File: src/rtl/io_ctrl_if.sv
// CPU bus, UART TX/RX handshakes and status flags of io_ctrl, grouped into one interface.
// master = CPU/UART environment side, slave = io_ctrl side.
interface io_ctrl_if;
  logic [31:0] cpu_a_in;
  logic [7:0]  cpu_dout_in;
  logic        cpu_wr_in;
  logic [7:0]  cpu_din_out;
  logic        io_buffer_full;
  logic [7:0]  tx_data_out;
  logic        tx_valid_out;
  logic        tx_ready_in;
  logic [7:0]  rx_data_in;
  logic        rx_valid_in;
  logic        rx_pop_out;
  logic        program_stop_out;
  logic        tx_overflow_out;

  modport master (
    output cpu_a_in, cpu_dout_in, cpu_wr_in, tx_ready_in, rx_data_in, rx_valid_in,
    input  cpu_din_out, io_buffer_full, tx_data_out, tx_valid_out, rx_pop_out,
           program_stop_out, tx_overflow_out
  );

  modport slave (
    input  cpu_a_in, cpu_dout_in, cpu_wr_in, tx_ready_in, rx_data_in, rx_valid_in,
    output cpu_din_out, io_buffer_full, tx_data_out, tx_valid_out, rx_pop_out,
           program_stop_out, tx_overflow_out
  );
endinterface

File: src/rtl/io_ctrl.sv
// io_ctrl: memory-mapped I/O block with UART TX FIFO, stop/drain sequencing and RX read port.
// Optional cycle counter + snapshot registers are built when IO_CTRL_CYCLE_COUNTER_EN is defined.
module io_ctrl #(
  parameter int FIFO_DEPTH  = 16,
  parameter int FULL_MARGIN = 2
) (
  input  logic     clk_in,
  input  logic     rst_in,
  io_ctrl_if.slave bus
);
  localparam int AW = $clog2(FIFO_DEPTH);
  localparam int CW = AW + 1;
  localparam logic [CW-1:0] DEPTH_CNT  = CW'(FIFO_DEPTH);
  localparam logic [CW-1:0] FULL_LEVEL = CW'(FIFO_DEPTH - FULL_MARGIN);

  localparam logic [17:0] ADDR_DATA = 18'h30000;
  localparam logic [17:0] ADDR_CNT0 = 18'h30004;

  typedef enum logic [1:0] {ST_RUN, ST_DRAIN, ST_STOPPED} state_t;

  state_t          state_q, state_d;
  logic            pending_q, pending_d;
  logic [7:0]      mem [FIFO_DEPTH];
  logic [AW-1:0]   wr_ptr_q, rd_ptr_q;
  logic [CW-1:0]   count_q, count_d;
  logic            full_q, overflow_q, overflow_set;
  logic [7:0]      din_q, rd_data;
  logic            rx_pop_q, rx_take;
  logic            push, pop, has_room, tx_valid;
  logic [7:0]      push_data;

  logic [17:0]     addr;
  logic            io_sel, io_wr, io_rd;
  logic            unused_addr_hi;

  assign addr           = bus.cpu_a_in[17:0];
  assign unused_addr_hi = ^bus.cpu_a_in[31:18];
  assign io_sel         = (addr[17:16] == 2'b11);
  assign io_wr          = io_sel && bus.cpu_wr_in;
  assign io_rd          = io_sel && !bus.cpu_wr_in;

  assign tx_valid = (count_q != '0);
  assign pop      = tx_valid && bus.tx_ready_in;
  // A pop on the same edge frees the slot, so a full FIFO can still accept a push.
  assign has_room = (count_q != DEPTH_CNT) || pop;

  // NOTE: every signal driven here gets a default first, so no path leaves it unassigned (no latches).
  always_comb begin
    state_d      = state_q;
    pending_d    = pending_q;
    push         = 1'b0;
    push_data    = bus.cpu_dout_in;
    overflow_set = 1'b0;
    case (state_q)
      ST_RUN: begin
        if (io_wr && addr == ADDR_DATA && bus.cpu_dout_in != 8'h00) begin
          push         = has_room;
          overflow_set = !has_room;
        end else if (io_wr && addr == ADDR_CNT0) begin
          state_d   = ST_DRAIN;
          push_data = 8'h00;
          push      = has_room;
          pending_d = !has_room;
        end
      end
      ST_DRAIN: begin
        push_data = 8'h00;
        if (pending_q) begin
          push      = has_room;
          pending_d = !has_room;
        end else if (count_q == '0) begin
          state_d = ST_STOPPED;
        end
      end
      ST_STOPPED: ;
      default: state_d = ST_RUN;
    endcase
  end

  always_comb begin
    count_d = count_q;
    if (push && !pop)      count_d = count_q + CW'(1);
    else if (pop && !push) count_d = count_q - CW'(1);
  end

`ifdef IO_CTRL_CYCLE_COUNTER_EN
  localparam logic [17:0] ADDR_CNT1 = 18'h30005;
  localparam logic [17:0] ADDR_CNT2 = 18'h30006;
  localparam logic [17:0] ADDR_CNT3 = 18'h30007;

  logic [31:0] cycle_q, snap_q;

  always_ff @(posedge clk_in or negedge rst_in) begin
    if (!rst_in) begin
      cycle_q <= '0;
      snap_q  <= '0;
    end else begin
      cycle_q <= cycle_q + 32'd1;
      if (io_rd && addr == ADDR_CNT0) snap_q <= cycle_q;
    end
  end
`endif

  always_comb begin
    rd_data = 8'h00;
    rx_take = 1'b0;
    case (addr)
      ADDR_DATA: begin
        rx_take = bus.rx_valid_in;
        rd_data = bus.rx_valid_in ? bus.rx_data_in : 8'h00;
      end
`ifdef IO_CTRL_CYCLE_COUNTER_EN
      ADDR_CNT0: rd_data = cycle_q[7:0];
      ADDR_CNT1: rd_data = snap_q[15:8];
      ADDR_CNT2: rd_data = snap_q[23:16];
      ADDR_CNT3: rd_data = snap_q[31:24];
`endif
      default: ;
    endcase
  end

  // NOTE: state registers use non-blocking assignments so every flop samples pre-edge values.
  always_ff @(posedge clk_in or negedge rst_in) begin
    if (!rst_in) begin
      state_q   <= ST_RUN;
      pending_q <= 1'b0;
    end else begin
      state_q   <= state_d;
      pending_q <= pending_d;
    end
  end

  always_ff @(posedge clk_in or negedge rst_in) begin
    if (!rst_in) begin
      wr_ptr_q   <= '0;
      rd_ptr_q   <= '0;
      count_q    <= '0;
      full_q     <= 1'b0;
      overflow_q <= 1'b0;
      din_q      <= 8'h00;
      rx_pop_q   <= 1'b0;
    end else begin
      if (push) wr_ptr_q <= wr_ptr_q + AW'(1);
      if (pop)  rd_ptr_q <= rd_ptr_q + AW'(1);
      count_q  <= count_d;
      full_q   <= (count_d >= FULL_LEVEL);
      if (overflow_set) overflow_q <= 1'b1;
      if (io_rd) din_q <= rd_data;
      rx_pop_q <= io_rd && rx_take;
    end
  end

  // NOTE: the storage array is not reset; count gates visibility, so stale entries are never presented.
  always_ff @(posedge clk_in) begin
    if (push) mem[wr_ptr_q] <= push_data;
  end

  assign bus.cpu_din_out      = din_q;
  assign bus.io_buffer_full   = full_q;
  assign bus.tx_valid_out     = tx_valid;
  assign bus.tx_data_out      = tx_valid ? mem[rd_ptr_q] : 8'h00;
  assign bus.rx_pop_out       = rx_pop_q;
  assign bus.program_stop_out = (state_q == ST_STOPPED);
  assign bus.tx_overflow_out  = overflow_q;
endmodule

File: src/flat_wrapper.sv
// flat-port wrapper written by rule: the top's interface ports become plain ports
module io_ctrl_flat 
#(
  parameter int FIFO_DEPTH  = 16,
  parameter int FULL_MARGIN = 2
)
  (clk_in, rst_in, bus_cpu_a_in, bus_cpu_dout_in, bus_cpu_wr_in, bus_tx_ready_in, bus_rx_data_in, bus_rx_valid_in, bus_cpu_din_out, bus_io_buffer_full, bus_tx_data_out, bus_tx_valid_out, bus_rx_pop_out, bus_program_stop_out, bus_tx_overflow_out);
  io_ctrl_if bus_i ();
  input  logic clk_in;
  input  logic rst_in;
  input wire logic [$bits(bus_i.cpu_a_in)-1:0] bus_cpu_a_in;
  input wire logic [$bits(bus_i.cpu_dout_in)-1:0] bus_cpu_dout_in;
  input wire logic [$bits(bus_i.cpu_wr_in)-1:0] bus_cpu_wr_in;
  input wire logic [$bits(bus_i.tx_ready_in)-1:0] bus_tx_ready_in;
  input wire logic [$bits(bus_i.rx_data_in)-1:0] bus_rx_data_in;
  input wire logic [$bits(bus_i.rx_valid_in)-1:0] bus_rx_valid_in;
  output wire logic [$bits(bus_i.cpu_din_out)-1:0] bus_cpu_din_out;
  output wire logic [$bits(bus_i.io_buffer_full)-1:0] bus_io_buffer_full;
  output wire logic [$bits(bus_i.tx_data_out)-1:0] bus_tx_data_out;
  output wire logic [$bits(bus_i.tx_valid_out)-1:0] bus_tx_valid_out;
  output wire logic [$bits(bus_i.rx_pop_out)-1:0] bus_rx_pop_out;
  output wire logic [$bits(bus_i.program_stop_out)-1:0] bus_program_stop_out;
  output wire logic [$bits(bus_i.tx_overflow_out)-1:0] bus_tx_overflow_out;
  assign bus_i.cpu_a_in = bus_cpu_a_in;
  assign bus_i.cpu_dout_in = bus_cpu_dout_in;
  assign bus_i.cpu_wr_in = bus_cpu_wr_in;
  assign bus_i.tx_ready_in = bus_tx_ready_in;
  assign bus_i.rx_data_in = bus_rx_data_in;
  assign bus_i.rx_valid_in = bus_rx_valid_in;
  assign bus_cpu_din_out = bus_i.cpu_din_out;
  assign bus_io_buffer_full = bus_i.io_buffer_full;
  assign bus_tx_data_out = bus_i.tx_data_out;
  assign bus_tx_valid_out = bus_i.tx_valid_out;
  assign bus_rx_pop_out = bus_i.rx_pop_out;
  assign bus_program_stop_out = bus_i.program_stop_out;
  assign bus_tx_overflow_out = bus_i.tx_overflow_out;
  io_ctrl #(.FIFO_DEPTH(FIFO_DEPTH), .FULL_MARGIN(FULL_MARGIN)) u_core (.clk_in(clk_in), .rst_in(rst_in), .bus(bus_i));
endmodule
File: config.mk
export PLATFORM = sky130hd
export DESIGN_NAME = io_ctrl_flat
export DESIGN_NICKNAME = d
export VERILOG_FILES = /design/src/rtl/io_ctrl_if.sv /design/src/rtl/io_ctrl.sv /design/src/flat_wrapper.sv
export SDC_FILE = /design/constraint.sdc
export NUM_CORES = 1
export LEC_CHECK = 0
export ABC_AREA = 1
export ABC_CLOCK_PERIOD_IN_PS = 3300
export BUFFER_PORTS_ARGS = -buffer_cell sky130_fd_sc_hd__buf_2
export CORE_UTILIZATION = 55
export DETAILED_ROUTE_END_ITERATION = 10
export HOLD_SLACK_MARGIN = 0.02
export PLACE_DENSITY = 0.76
export SLEW_MARGIN = 20
export SYNTH_ARGS = -nofsm -noshare
export SYNTH_HDL_FRONTEND = slang
export SYNTH_SLANG_ARGS = --single-unit
File: constraint.sdc
create_clock -name clk_in -period 3.3 [get_ports clk_in]
set_clock_uncertainty 0.2 [all_clocks]
set_input_delay 0.165 -clock clk_in [delete_from_list [all_inputs] [get_ports clk_in]]
set_output_delay 0.165 -clock clk_in [all_outputs]
set_load 0.005 [all_outputs]
==> flow_results.xml, run 1 <==
<?xml version="1.0" encoding="UTF-8"?>
<metrics>
  <group name="outcome">
    <metric name="run_status" unit="">finished, violations left</metric>
    <metric name="failed_checks" unit="">DRC</metric>
  </group>
  <group name="detailed_routing">
    <metric name="drt-met1-wl" unit="microns">6607</metric>
    <metric name="drtIter0Drc" unit="">522</metric>
    <metric name="dr_total_vias" unit="">4932</metric>
    <metric name="drt-vias-per-instance" unit="">5.871</metric>
    <metric name="detailedRoute.firstPassIterationCount" unit="">9</metric>
    <metric name="antenna_left" unit="">0</metric>
    <metric name="met3WireLength" unit="microns">1367</metric>
    <metric name="routedWlPerCell" unit="microns">18.87</metric>
    <metric name="top_layer" unit="">met4</metric>
    <metric name="drcViolationCount" unit="">2</metric>
    <metric name="finalWirelength" unit="microns">15850</metric>
    <metric name="wl_met2" unit="microns">7488</metric>
  </group>
  <group name="timing">
    <metric name="worst_slew_margin_relative_to_its_limit" unit="%">41.35</metric>
    <metric name="slew_violations" unit="">0</metric>
    <metric name="setup-tns-final" unit="ps">0</metric>
    <metric name="finalHoldViolCount" unit="">0</metric>
    <metric name="maxClockFrequency" unit="GHz">0.3190</metric>
    <metric name="finalSetupViolCount" unit="">0</metric>
    <metric name="final.min_clock_period" unit="ps">3135</metric>
    <metric name="fin_crit_sh" unit="%">95.00</metric>
    <metric name="fin_hold_ws" unit="ps">97.89</metric>
    <metric name="rsz0062_at_grt" unit="">no</metric>
    <metric name="timing_worst_slew_pin_value" unit="ps">878.5</metric>
  </group>
  <group name="setup_path">
    <metric name="r2r.worst_path.cells" unit="">11</metric>
    <metric name="worst_r2r_endpoint" unit="">u_core.mem[5][1]$_DFFE_PP_</metric>
    <metric name="r2r_slack" unit="ps">730</metric>
    <metric name="crit_start" unit="">bus_cpu_a_in[4]</metric>
    <metric name="setup.worst_path.end_class" unit="">flip-flop</metric>
    <metric name="crit_path_category" unit="">in -&gt; reg</metric>
    <metric name="cp_max_fo" unit="">9</metric>
    <metric name="setup.worst_path.start_class" unit="">input pin</metric>
    <metric name="cp_data_required_time" unit="ps">3460</metric>
    <metric name="reg2reg_from" unit="">u_core.count_q[0]$_DFF_PN0_</metric>
    <metric name="critPathCapture" unit="">u_core.bus.cpu_din_out[7]$_DFFE_PN0P_</metric>
    <metric name="worstPathArrival" unit="ps">3290</metric>
  </group>
  <group name="global_route">
    <metric name="pin_count_of_the_biggest_net_entering_global_routing" unit="">67</metric>
    <metric name="grt_overflow" unit="">0</metric>
    <metric name="number_of_global_route_vias_before_repair" unit="">4830</metric>
    <metric name="grt_pass1_wl" unit="microns">24830</metric>
    <metric name="global_route.usage.total" unit="%">26.54</metric>
    <metric name="grt_antenna_before_repair" unit="">0</metric>
  </group>
  <group name="power">
    <metric name="vdd.ir_drop.worst" unit="mV">0.5004</metric>
    <metric name="total_leakage_power" unit="nW">3.119</metric>
    <metric name="pwr_density_cell" unit="mW/mm^2">704.9</metric>
  </group>
  <group name="yosys">
    <metric name="list_of_most_frequent_post_synthesis_cells" unit="">sky130_fd_sc_hd__edfxtp_1, sky130_fd_sc_hd__nor2_1, sky130_fd_sc_hd__o21ai_0, sky130_fd_sc_hd__nand2_1, sky130_fd_sc_hd__inv_1</metric>
    <metric name="postSynth.asyncResetShare" unit="%">17.42</metric>
    <metric name="syn_nets" unit="">638</metric>
    <metric name="post-synth-top-area-fraction" unit="%">57.56</metric>
    <metric name="ys_dominant_reg_cell" unit="">sky130_fd_sc_hd__edfxtp_1</metric>
    <metric name="syn_inst" unit="">577</metric>
    <metric name="ys_seq_area_share" unit="%">67.68</metric>
    <metric name="post_synth_num_cell_types" unit="">30</metric>
    <metric name="yosysWarningCount" unit="">0</metric>
    <metric name="synthesis.area" unit="sq mm">0.006678</metric>
    <metric name="synthMostInstantiatedCell" unit="">sky130_fd_sc_hd__edfxtp_1</metric>
    <metric name="synth-edff-count" unit="">128</metric>
    <metric name="avgSynthCellArea" unit="sq um">11.57</metric>
    <metric name="post_synth_main_area_contributors" unit="">sky130_fd_sc_hd__edfxtp_1, sky130_fd_sc_hd__dfrtp_1, sky130_fd_sc_hd__nor2_1, sky130_fd_sc_hd__o21ai_0, sky130_fd_sc_hd__o221ai_1</metric>
    <metric name="synth.largest_area_cell" unit="">sky130_fd_sc_hd__edfxtp_1</metric>
    <metric name="postSynthRegisterBits" unit="">155</metric>
  </group>
  <group name="floorplan">
    <metric name="die_w" unit="microns">112.2</metric>
    <metric name="design.core.area" unit="sq mm">0.01161</metric>
    <metric name="pin_count" unit="">74</metric>
    <metric name="die_h" unit="microns">112.2</metric>
    <metric name="placement_rows" unit="">39</metric>
    <metric name="floorplan.die_area" unit="sq mm">0.01259</metric>
    <metric name="starting_density_of_the_core" unit="%">57.50</metric>
  </group>
  <group name="clock_tree">
    <metric name="cts.clk_slew.worst_paths" unit="ps">60</metric>
    <metric name="number_of_buffers_created_by_cts" unit="">17</metric>
    <metric name="library_cell_used_as_clock_root_buffer" unit="">sky130_fd_sc_hd__clkbuf_16</metric>
    <metric name="post_cts_buffers" unit="">0</metric>
    <metric name="tritoncts" unit="">yes</metric>
    <metric name="clock_sinks" unit="">155</metric>
    <metric name="clock_latency" unit="ps">420</metric>
    <metric name="clk_path_buf_depth" unit="">2</metric>
    <metric name="cts_max_level" unit="">4</metric>
  </group>
  <group name="run">
    <metric name="cap_viol_max_count" unit="">0</metric>
  </group>
  <group name="layout">
    <metric name="final_net_count" unit="">745</metric>
    <metric name="syn_to_final_growth" unit="%">21.00</metric>
    <metric name="layout-drive-gt1-share" unit="%">20.37</metric>
    <metric name="antenna_cells" unit="">0</metric>
  </group>
  <group name="placement">
    <metric name="dp_hpwl" unit="microns">9419</metric>
    <metric name="port_buffers" unit="">59</metric>
    <metric name="place_congestion" unit="">0.8954</metric>
  </group>
  <group name="worst_hold_path">
    <metric name="worst_min_delay_path_class" unit="">in -&gt; reg</metric>
  </group>
</metrics>
how the worst min path moves through the flow:
stage / start / endpoint / cells after the start / slack [ps]
after CTS: bus_cpu_dout_in[0] / u_core.mem[12][0]$_DFFE_PP_ / 3 / 70
final: bus_cpu_dout_in[0] / u_core.mem[12][0]$_DFFE_PP_ / 3 / 100
after floorplan: rst_in / u_core.bus.cpu_din_out[0]$_DFFE_PN0P_ / 0 / -330
after global routing: bus_cpu_dout_in[0] / u_core.mem[12][0]$_DFFE_PP_ / 3 / 100
after detailed placement: rst_in / u_core.bus.io_buffer_full$_DFF_PN0_ / 1 / 30
after global placement: rst_in / u_core.count_q[1]$_DFF_PN0_ / 1 / 10
routing by layer:
metal | track usage (%) | vias to the layer above
li1 | - | 2264
met1 | 35.01 | 2353
met2 | 42.86 | 277
met3 | 5.832 | 38
met4 | 11.38 | 0
met5 | 0 | -
logic make-up after synthesis:
logic type / Yosys count / synth area share, %
simple gates: 217 / 14.71
flops: 155 / 67.68
compound gates: 125 / 11.00
buf+inv: 61 / 3.672
xor+xnor: 11 / 1.443
fa+ha+maj: 8 / 1.499
cell usage in the layout (no fill, tap or decap), drive strengths merged, types with 12 or more instances in the layout:
cell | synthesis | layout
dlygate4sd3 | 0 | 33
o221ai | 24 | 24
clkinv | 3 | 12
inv | 33 | 33
o21ai | 80 | 80
nand2 | 55 | 55
clkbuf | 15 | 21
buf | 10 | 80
dfrtp | 27 | 27
nor2 | 125 | 125
nand3 | 30 | 30
edfxtp | 128 | 128
power breakdown:
part           switching [W]  internal [W]  total (W)
combinational        0.00112      0.000587    0.00171
clock               0.000719       0.00102    0.00174
sequential         0.0000680       0.00218    0.00225
per-stage QoR:
step                      cells  utilization, %  setup WS, ps  total power, W  cell area [sq um]
after floorplan             577               -          1009        0.003392               6678
after detailed placement    775           62.07         592.7        0.003955               7208
after CTS                   840           69.38         197.4        0.005701               8058
final                       840           69.58         165.0        0.005696               8080
after global routing        840           69.58         41.76        0.005990               8080
after global placement      775           62.04         682.4        0.003901               7206
sequential cells by signal, indices dropped and copies added, names as in the netlist:
register,cells
u_core.count_q,5
u_core.rd_ptr_q,4
u_core.bus.tx_overflow_out,1
u_core.bus.io_buffer_full,1
u_core.bus.rx_pop_out,1
u_core.state_q,2
u_core.mem,128
u_core.wr_ptr_q,4
u_core.pending_q,1
u_core.bus.cpu_din_out,8
what timing repair did:
item | 4_1_cts | 5_1_grt
setup endpoints to repair | 0 | 64
hold endpoints to repair | 44 | 0
hold buffers | 33 | 0
resized for setup | 0 | 9
cell type report:
type | instances | area, sq um
Clock inverter | 11 | 78.83
Multi-Input combinational cell | 361 | 1938
Inverter | 36 | 140.1
Fill cell | 813 | 3533
Clock buffer | 21 | 440.4
Sequential cell | 155 | 4521
Timing Repair Buffer | 113 | 783.3
Tap cell | 143 | 178.9
critical path, stage by stage:
cell and delay, ps:
sky130_fd_sc_hd__dlygate4sd3_1 540, sky130_fd_sc_hd__buf_2 120, sky130_fd_sc_hd__nor2_1 80, sky130_fd_sc_hd__dlygate4sd3_1 560, sky130_fd_sc_hd__nand2_1 90, sky130_fd_sc_hd__nor2_2 170
sky130_fd_sc_hd__nand4_1 110, sky130_fd_sc_hd__clkinv_1 190, sky130_fd_sc_hd__nand2_1 70, sky130_fd_sc_hd__dlygate4sd3_1 560, sky130_fd_sc_hd__nand2_1 70, sky130_fd_sc_hd__dlygate4sd3_1 560
Power figures use the tool's default switching activity.
==> run 2, diff against run 1 <==
- ABC_CLOCK_PERIOD_IN_PS: 3300 -> 3880
- clock period: 3.3 -> 3.88 ns (I/O delays scaled with it)
==> run 2 against run 1 <==
Net effect:
- the flow still finishes with violations (DRC)
- core utilization is 2.2 points lower
- power is 15% lower
- routed wire length is 3.1% lower
- first-iteration DRC count is 18% lower
- critical path depth is 6 lower
- clock power is 16% lower
- via count is 3.7% lower
- sequential cell count stayed put
- die area stayed put
- non-clock buffer count is 30 lower
- count of clock-buffer cells in the layout is 8 higher
- largest cell class unchanged
- largest power group unchanged
==> flow_results.xml, run 2 (synthesis gave the netlist of run 1 again) <==
<?xml version="1.0" encoding="UTF-8"?>
<metrics>
  <group name="outcome">
    <metric name="run_status" unit="">finished, violations left</metric>
    <metric name="failed_checks" unit="">DRC</metric>
  </group>
  <group name="timing">
    <metric name="worst_slew_margin_relative_to_its_limit" unit="%">24.21</metric>
    <metric name="final.min_clock_period" unit="ps">3054</metric>
    <metric name="fin_hold_ws" unit="ps">37.28</metric>
    <metric name="finalWorstSetupSlack" unit="ps">826.4</metric>
    <metric name="finalSetupViolCount" unit="">0</metric>
    <metric name="maxClockFrequency" unit="GHz">0.3275</metric>
    <metric name="setup-tns-final" unit="ps">0</metric>
    <metric name="rsz0062_at_grt" unit="">no</metric>
    <metric name="timing_worst_slew_pin_value" unit="ps">1133</metric>
    <metric name="slew_violations" unit="">0</metric>
    <metric name="fin_crit_sh" unit="%">78.70</metric>
    <metric name="finalHoldViolCount" unit="">0</metric>
  </group>
  <group name="power">
    <metric name="design_power_total" unit="W">0.004845</metric>
    <metric name="pwr_density_cell" unit="mW/mm^2">618.9</metric>
    <metric name="total_leakage_power" unit="nW">3.015</metric>
    <metric name="vdd.ir_drop.worst" unit="mV">0.3525</metric>
  </group>
  <group name="detailed_routing">
    <metric name="detailedRoute.firstPassIterationCount" unit="">8</metric>
    <metric name="drcViolationCount" unit="">2</metric>
    <metric name="routedWlPerCell" unit="microns">18.96</metric>
    <metric name="drtIter0Drc" unit="">430</metric>
    <metric name="met3WireLength" unit="microns">1192</metric>
    <metric name="top_layer" unit="">met4</metric>
    <metric name="finalWirelength" unit="microns">15360</metric>
    <metric name="wl_met2" unit="microns">7488</metric>
    <metric name="antenna_left" unit="">0</metric>
    <metric name="drt-vias-per-instance" unit="">5.863</metric>
    <metric name="drt-met1-wl" unit="microns">6424</metric>
    <metric name="dr_total_vias" unit="">4749</metric>
  </group>
  <group name="placement">
    <metric name="place_congestion" unit="">0.8636</metric>
    <metric name="port_buffers" unit="">59</metric>
    <metric name="dp_worst_setup_slack" unit="ps">1109</metric>
    <metric name="dp_hpwl" unit="microns">9192</metric>
    <metric name="placed_cells_incl_taps" unit="">759</metric>
  </group>
  <group name="clock_tree">
    <metric name="library_cell_used_as_clock_root_buffer" unit="">sky130_fd_sc_hd__clkbuf_16</metric>
    <metric name="tritoncts" unit="">yes</metric>
    <metric name="number_of_buffers_created_by_cts" unit="">17</metric>
    <metric name="post_cts_buffers" unit="">0</metric>
    <metric name="postCtsHoldBufs" unit="">19</metric>
    <metric name="cts_max_level" unit="">4</metric>
    <metric name="clock_latency" unit="ps">420</metric>
    <metric name="cts-resized-gates" unit="">0</metric>
    <metric name="clock_sinks" unit="">155</metric>
    <metric name="clk_path_buf_depth" unit="">2</metric>
    <metric name="cts.clk_slew.worst_paths" unit="ps">60</metric>
  </group>
  <group name="layout">
    <metric name="antenna_cells" unit="">0</metric>
    <metric name="commonest_cells_after_routing_fill_and_taps_aside" unit="">sky130_fd_sc_hd__edfxtp_1, sky130_fd_sc_hd__nor2_1, sky130_fd_sc_hd__o21ai_0, sky130_fd_sc_hd__buf_2, sky130_fd_sc_hd__nand2_1</metric>
    <metric name="largest_register_ff_count" unit="">128</metric>
    <metric name="syn_to_final_growth" unit="%">17.24</metric>
    <metric name="final_common_cell" unit="">sky130_fd_sc_hd__edfxtp_1</metric>
    <metric name="max_flop_register" unit="">u_core.mem</metric>
    <metric name="layout-drive-gt1-share" unit="%">18.14</metric>
    <metric name="final_net_count" unit="">715</metric>
    <metric name="final_cell_count_no_fill" unit="">810</metric>
  </group>
  <group name="global_route">
    <metric name="number_of_global_route_vias_before_repair" unit="">4570</metric>
    <metric name="global_route.usage.total" unit="%">25.35</metric>
    <metric name="grt_overflow" unit="">0</metric>
    <metric name="grt_antenna_before_repair" unit="">0</metric>
    <metric name="pin_count_of_the_biggest_net_entering_global_routing" unit="">67</metric>
    <metric name="grt_pass1_wl" unit="microns">23530</metric>
  </group>
  <group name="setup_path">
    <metric name="cp_max_fo" unit="">65</metric>
    <metric name="crit_path_category" unit="">reg -&gt; out</metric>
    <metric name="cp_data_required_time" unit="ps">3490</metric>
    <metric name="slowest_delay" unit="ps">760</metric>
    <metric name="worstPathArrival" unit="ps">2660</metric>
    <metric name="worstPathCellList" unit="">inv_2 -&gt; o21ai_0 -&gt; o22ai_1 -&gt; o21ai_0 -&gt; a21oi_1 -&gt; buf_2</metric>
    <metric name="setup.worst_path.end_class" unit="">output port</metric>
    <metric name="setup.worst_path.start_class" unit="">flip-flop</metric>
    <metric name="cpMostUsedCell" unit="">sky130_fd_sc_hd__o21ai_0</metric>
    <metric name="cp_slowest_cell" unit="">sky130_fd_sc_hd__inv_2</metric>
  </group>
  <group name="worst_hold_path">
    <metric name="worst_min_delay_path_class" unit="">in -&gt; reg</metric>
  </group>
  <group name="floorplan">
    <metric name="die_w" unit="microns">112.2</metric>
    <metric name="design.core.area" unit="sq mm">0.01161</metric>
    <metric name="pin_count" unit="">74</metric>
    <metric name="floorplan.die_area" unit="sq mm">0.01259</metric>
    <metric name="die_h" unit="microns">112.2</metric>
    <metric name="starting_density_of_the_core" unit="%">57.50</metric>
    <metric name="placement_rows" unit="">39</metric>
  </group>
  <group name="run">
    <metric name="cap_viol_max_count" unit="">0</metric>
  </group>
</metrics>
[run 2: cell types whose count changed in the layout (fill, tap and decap cells not counted), moves of 3 or more]
| cell | change |
|---|---|
| sky130_fd_sc_hd__nor2_2 | -4 |
| sky130_fd_sc_hd__buf_4 | -17 |
| sky130_fd_sc_hd__clkbuf_8 | +4 |
| sky130_fd_sc_hd__dlygate4sd3_1 | -14 |
| sky130_fd_sc_hd__clkbuf_1 | +4 |
| sky130_fd_sc_hd__nor2_1 | +4 |
| sky130_fd_sc_hd__clkinv_1 | -3 |
| sky130_fd_sc_hd__clkinv_2 | -3 |
[run 2: per-layer routing]
metal / vias up / track usage (%)
met5: - / 0
met4: 0 / 8.711
met3: 19 / 5.994
met2: 232 / 41.66
met1: 2294 / 33.41
li1: 2204 / -
[run 2: worst paths after layout]
path	from	slack, ps	endpoint	cells after the start
setup / recovery	u_core.rd_ptr_q[0]$_DFFE_PN0P_	830	bus_tx_data_out[4]	6
max in group asynchronous	rst_in	2850	u_core.rd_ptr_q[0]$_DFFE_PN0P_	2
hold reg to reg	u_core.bus.tx_overflow_out$_DFFE_PN0P_	280	u_core.bus.tx_overflow_out$_DFFE_PN0P_	1
min in group asynchronous	rst_in	150	u_core.bus.io_buffer_full$_DFF_PN0_	2
hold / removal	bus_cpu_a_in[8]	40	u_core.state_q[0]$_DFFE_PN0P_	6
setup reg to reg	u_core.count_q[0]$_DFF_PN0_	1070	u_core.mem[12][1]$_DFFE_PP_	11
[run 2: area by class of cell]
cell class              instances  area [sq um]
clock buffers                  29         510.5
clock inverters                 3         15.01
fillers                       836          3785
inverters                      36         140.1
multi-input cells             361          1928
flip-flops and latches        155          4521
well taps                     143         178.9
repair buffers                 83         535.5
[run 2: per-stage QoR]
step	area, sq um	utilization [%]
2_1_floorplan	6678	-
3_3_place_gp	7098	61.12
3_5_place_dp	7098	61.12
4_1_cts	7814	67.28
5_1_grt	7829	67.41
6_report	7829	67.41
[run 2: report_power, final]
| group | internal, W | switching [W] | total [W] |
|---|---|---|---|
| combinational | 0.000486 | 0.000977 | 0.00146 |
| sequential | 0.00186 | 0.0000566 | 0.00191 |
| clock | 0.000883 | 0.000587 | 0.00147 |
| total | 0.00323 | 0.00162 | 0.00485 |
[run 2: critical path: cells and delay by family (launching register included)]
family	cells	cell delay, ps
buffers and inverters	2	920
AO/OA/AOI/OAI	4	910
flip-flops	1	410
==> run 3, diff against run 2 <==
- ABC_CLOCK_PERIOD_IN_PS: 3880 -> 3200
- clock period: 3.88 -> 3.2 ns (I/O delays scaled with it)
==> run 3 against run 2 <==
Net effect:
- the run still ends with DRC left
- routed wire length increased by 1.1%
- power grew 27%
- cell count up 3.0%
- combinational power rose by 16%
- design area up 3.8%
- largest cell class unchanged
- largest power group unchanged
==> flow_results.xml, run 3 (synthesis gave the netlist of run 1 again) <==
<?xml version="1.0" encoding="UTF-8"?>
<metrics>
  <group name="timing">
    <metric name="fin_crit_sh" unit="%">88.94</metric>
    <metric name="fin_hold_ws" unit="ps">29.94</metric>
    <metric name="final.min_clock_period" unit="ps">2846</metric>
    <metric name="finalHoldViolCount" unit="">0</metric>
    <metric name="rsz0062_at_grt" unit="">no</metric>
    <metric name="timing_worst_slew_pin_value" unit="ps">764.0</metric>
    <metric name="finalSetupViolCount" unit="">0</metric>
    <metric name="maxClockFrequency" unit="GHz">0.3514</metric>
    <metric name="slew_violations" unit="">0</metric>
    <metric name="setup-tns-final" unit="ps">0</metric>
    <metric name="worst_slew_margin_relative_to_its_limit" unit="%">49.01</metric>
  </group>
  <group name="setup_path">
    <metric name="r2r.worst_path.cells" unit="">11</metric>
    <metric name="cp_max_fo" unit="">50</metric>
    <metric name="setup.worst_path.end_class" unit="">output port</metric>
    <metric name="r2r_slack" unit="ps">580</metric>
    <metric name="cp_data_required_time" unit="ps">2840</metric>
    <metric name="worstPathArrival" unit="ps">2490</metric>
    <metric name="setup.worst_path.start_class" unit="">flip-flop</metric>
    <metric name="worst_r2r_endpoint" unit="">u_core.mem[3][3]$_DFFE_PP_</metric>
    <metric name="reg2reg_from" unit="">u_core.count_q[0]$_DFF_PN0_</metric>
    <metric name="crit_path_category" unit="">reg -&gt; out</metric>
  </group>
  <group name="layout">
    <metric name="final_common_cell" unit="">sky130_fd_sc_hd__edfxtp_1</metric>
    <metric name="commonest_cells_after_routing_fill_and_taps_aside" unit="">sky130_fd_sc_hd__edfxtp_1, sky130_fd_sc_hd__nor2_1, sky130_fd_sc_hd__o21ai_0, sky130_fd_sc_hd__buf_2, sky130_fd_sc_hd__nand2_1</metric>
    <metric name="final_net_count" unit="">739</metric>
    <metric name="layout-drive-gt1-share" unit="%">21.27</metric>
    <metric name="antenna_cells" unit="">0</metric>
    <metric name="layout.cell_area.non_filler" unit="sq mm">0.008123</metric>
    <metric name="largest_register_ff_count" unit="">128</metric>
    <metric name="syn_to_final_growth" unit="%">21.64</metric>
    <metric name="max_flop_register" unit="">u_core.mem</metric>
  </group>
  <group name="clock_tree">
    <metric name="clock_latency" unit="ps">420</metric>
    <metric name="cts_max_level" unit="">4</metric>
    <metric name="cts.clk_slew.worst_paths" unit="ps">60</metric>
    <metric name="tritoncts" unit="">yes</metric>
    <metric name="clk_path_buf_depth" unit="">2</metric>
    <metric name="clock_sinks" unit="">155</metric>
    <metric name="library_cell_used_as_clock_root_buffer" unit="">sky130_fd_sc_hd__clkbuf_16</metric>
    <metric name="number_of_buffers_created_by_cts" unit="">17</metric>
  </group>
  <group name="global_route">
    <metric name="number_of_global_route_vias_before_repair" unit="">4785</metric>
    <metric name="grt_pass1_wl" unit="microns">24580</metric>
    <metric name="grt_antenna_before_repair" unit="">0</metric>
    <metric name="pin_count_of_the_biggest_net_entering_global_routing" unit="">51</metric>
    <metric name="global_route.usage.total" unit="%">26.32</metric>
    <metric name="grt_overflow" unit="">0</metric>
  </group>
  <group name="detailed_routing">
    <metric name="detailedRoute.firstPassIterationCount" unit="">8</metric>
    <metric name="finalWirelength" unit="microns">15530</metric>
    <metric name="drt-vias-per-instance" unit="">5.809</metric>
    <metric name="drcViolationCount" unit="">2</metric>
    <metric name="dr_total_vias" unit="">4845</metric>
    <metric name="routedWlPerCell" unit="microns">18.62</metric>
    <metric name="antenna_left" unit="">0</metric>
    <metric name="drtIter0Drc" unit="">451</metric>
  </group>
  <group name="floorplan">
    <metric name="design.core.area" unit="sq mm">0.01161</metric>
    <metric name="die_w" unit="microns">112.2</metric>
    <metric name="placement_rows" unit="">39</metric>
    <metric name="pin_count" unit="">74</metric>
    <metric name="floorplan.die_area" unit="sq mm">0.01259</metric>
    <metric name="starting_density_of_the_core" unit="%">57.50</metric>
    <metric name="die_h" unit="microns">112.2</metric>
  </group>
  <group name="placement">
    <metric name="place_congestion" unit="">0.8943</metric>
    <metric name="port_buffers" unit="">59</metric>
    <metric name="dp_hpwl" unit="microns">9451</metric>
    <metric name="placement.cell_area" unit="sq mm">0.007168</metric>
  </group>
  <group name="run">
    <metric name="cap_viol_max_count" unit="">0</metric>
  </group>
  <group name="worst_hold_path">
    <metric name="hold_path.startpoint" unit="">bus_cpu_a_in[9]</metric>
    <metric name="holdPathEnd" unit="">u_core.bus.tx_overflow_out$_DFFE_PN0P_</metric>
    <metric name="hold_depth" unit="">6</metric>
    <metric name="worst_min_delay_path_class" unit="">in -&gt; reg</metric>
  </group>
  <group name="power">
    <metric name="total_leakage_power" unit="nW">3.136</metric>
    <metric name="vdd.ir_drop.worst" unit="mV">0.4019</metric>
    <metric name="design_power_total" unit="W">0.006133</metric>
    <metric name="pwr_density_cell" unit="mW/mm^2">755.1</metric>
  </group>
  <group name="outcome">
    <metric name="failed_checks" unit="">DRC</metric>
    <metric name="run_status" unit="">finished, violations left</metric>
  </group>
</metrics>
==> run 3: final cells by class <==
type / count / area (sq um)
flip-flops and latches: 155 / 4521
fillers: 821 / 3491
multi-input cells: 361 / 1941
repair buffers: 106 / 720.7
clock buffers: 19 / 442.9
well taps: 143 / 178.9
clock inverters: 13 / 173.9
inverters: 36 / 140.1
repair inverters: 1 / 5.005
==> run 3: how the worst max path moves through the flow <==
stage,startpoint,endpoint,slack (ps),cells after the start
floorplan,u_core.count_q[0]$_DFF_PN0_,u_core.mem[0][0]$_DFFE_PP_,910,11
global placement,u_core.count_q[0]$_DFF_PN0_,u_core.mem[12][7]$_DFFE_PP_,610,11
detailed placement,u_core.count_q[0]$_DFF_PN0_,u_core.mem[12][7]$_DFFE_PP_,540,11
CTS,bus_cpu_a_in[8],u_core.mem[12][2]$_DFFE_PP_,160,12
global route,u_core.rd_ptr_q[0]$_DFFE_PN0P_,bus_tx_data_out[5],160,6
finish,u_core.rd_ptr_q[0]$_DFFE_PN0P_,bus_tx_data_out[5],350,6
==> run 3: critical path, stage by stage, from the launching register on <==
cell	delay (ps)
sky130_fd_sc_hd__dfrtp_2	600
sky130_fd_sc_hd__buf_4	480
sky130_fd_sc_hd__o21ai_0	180
sky130_fd_sc_hd__o221ai_1	260
sky130_fd_sc_hd__nand3_1	140
sky130_fd_sc_hd__a21oi_1	240
sky130_fd_sc_hd__buf_2	150
==> run 3: repair_timing <==
action	4_1_cts	5_1_grt
resized for setup	0	6
hold buffers	32	0
endpoints found under the hold margin	46	0
setup buffers	0	2
endpoints found under the setup margin	0	68
==> run 3: power by group <==
group | switching (W) | leakage [nW] | internal [W]
registers | 0.000104 | 1.49 | 0.00225
clock network | 0.000768 | 0.292 | 0.00132
logic | 0.00111 | 1.35 | 0.000588
==> run 3: metrics by stage <==
| step | worst slack [ps] | util, % | instances |
|---|---|---|---|
| after floorplan | 908.8 | - | 577 |
| after global placement | 607.1 | 61.72 | 770 |
| after detailed placement | 544.5 | 61.72 | 770 |
| after CTS | 157.3 | 69.79 | 834 |
| after global routing | 158.7 | 69.94 | 834 |
| final | 353.9 | 69.94 | 834 |
==> run 3: per-layer routing <==
layer	share of wire [%]	global-route usage [%]	wire (microns)	up-vias
met4	2.2	9.689	342	0
li1	-	-	-	2252
met3	6.0	5.076	936	23
met5	0	0	0	-
met2	49	44.22	7685	200
met1	42	34.36	6564	2370
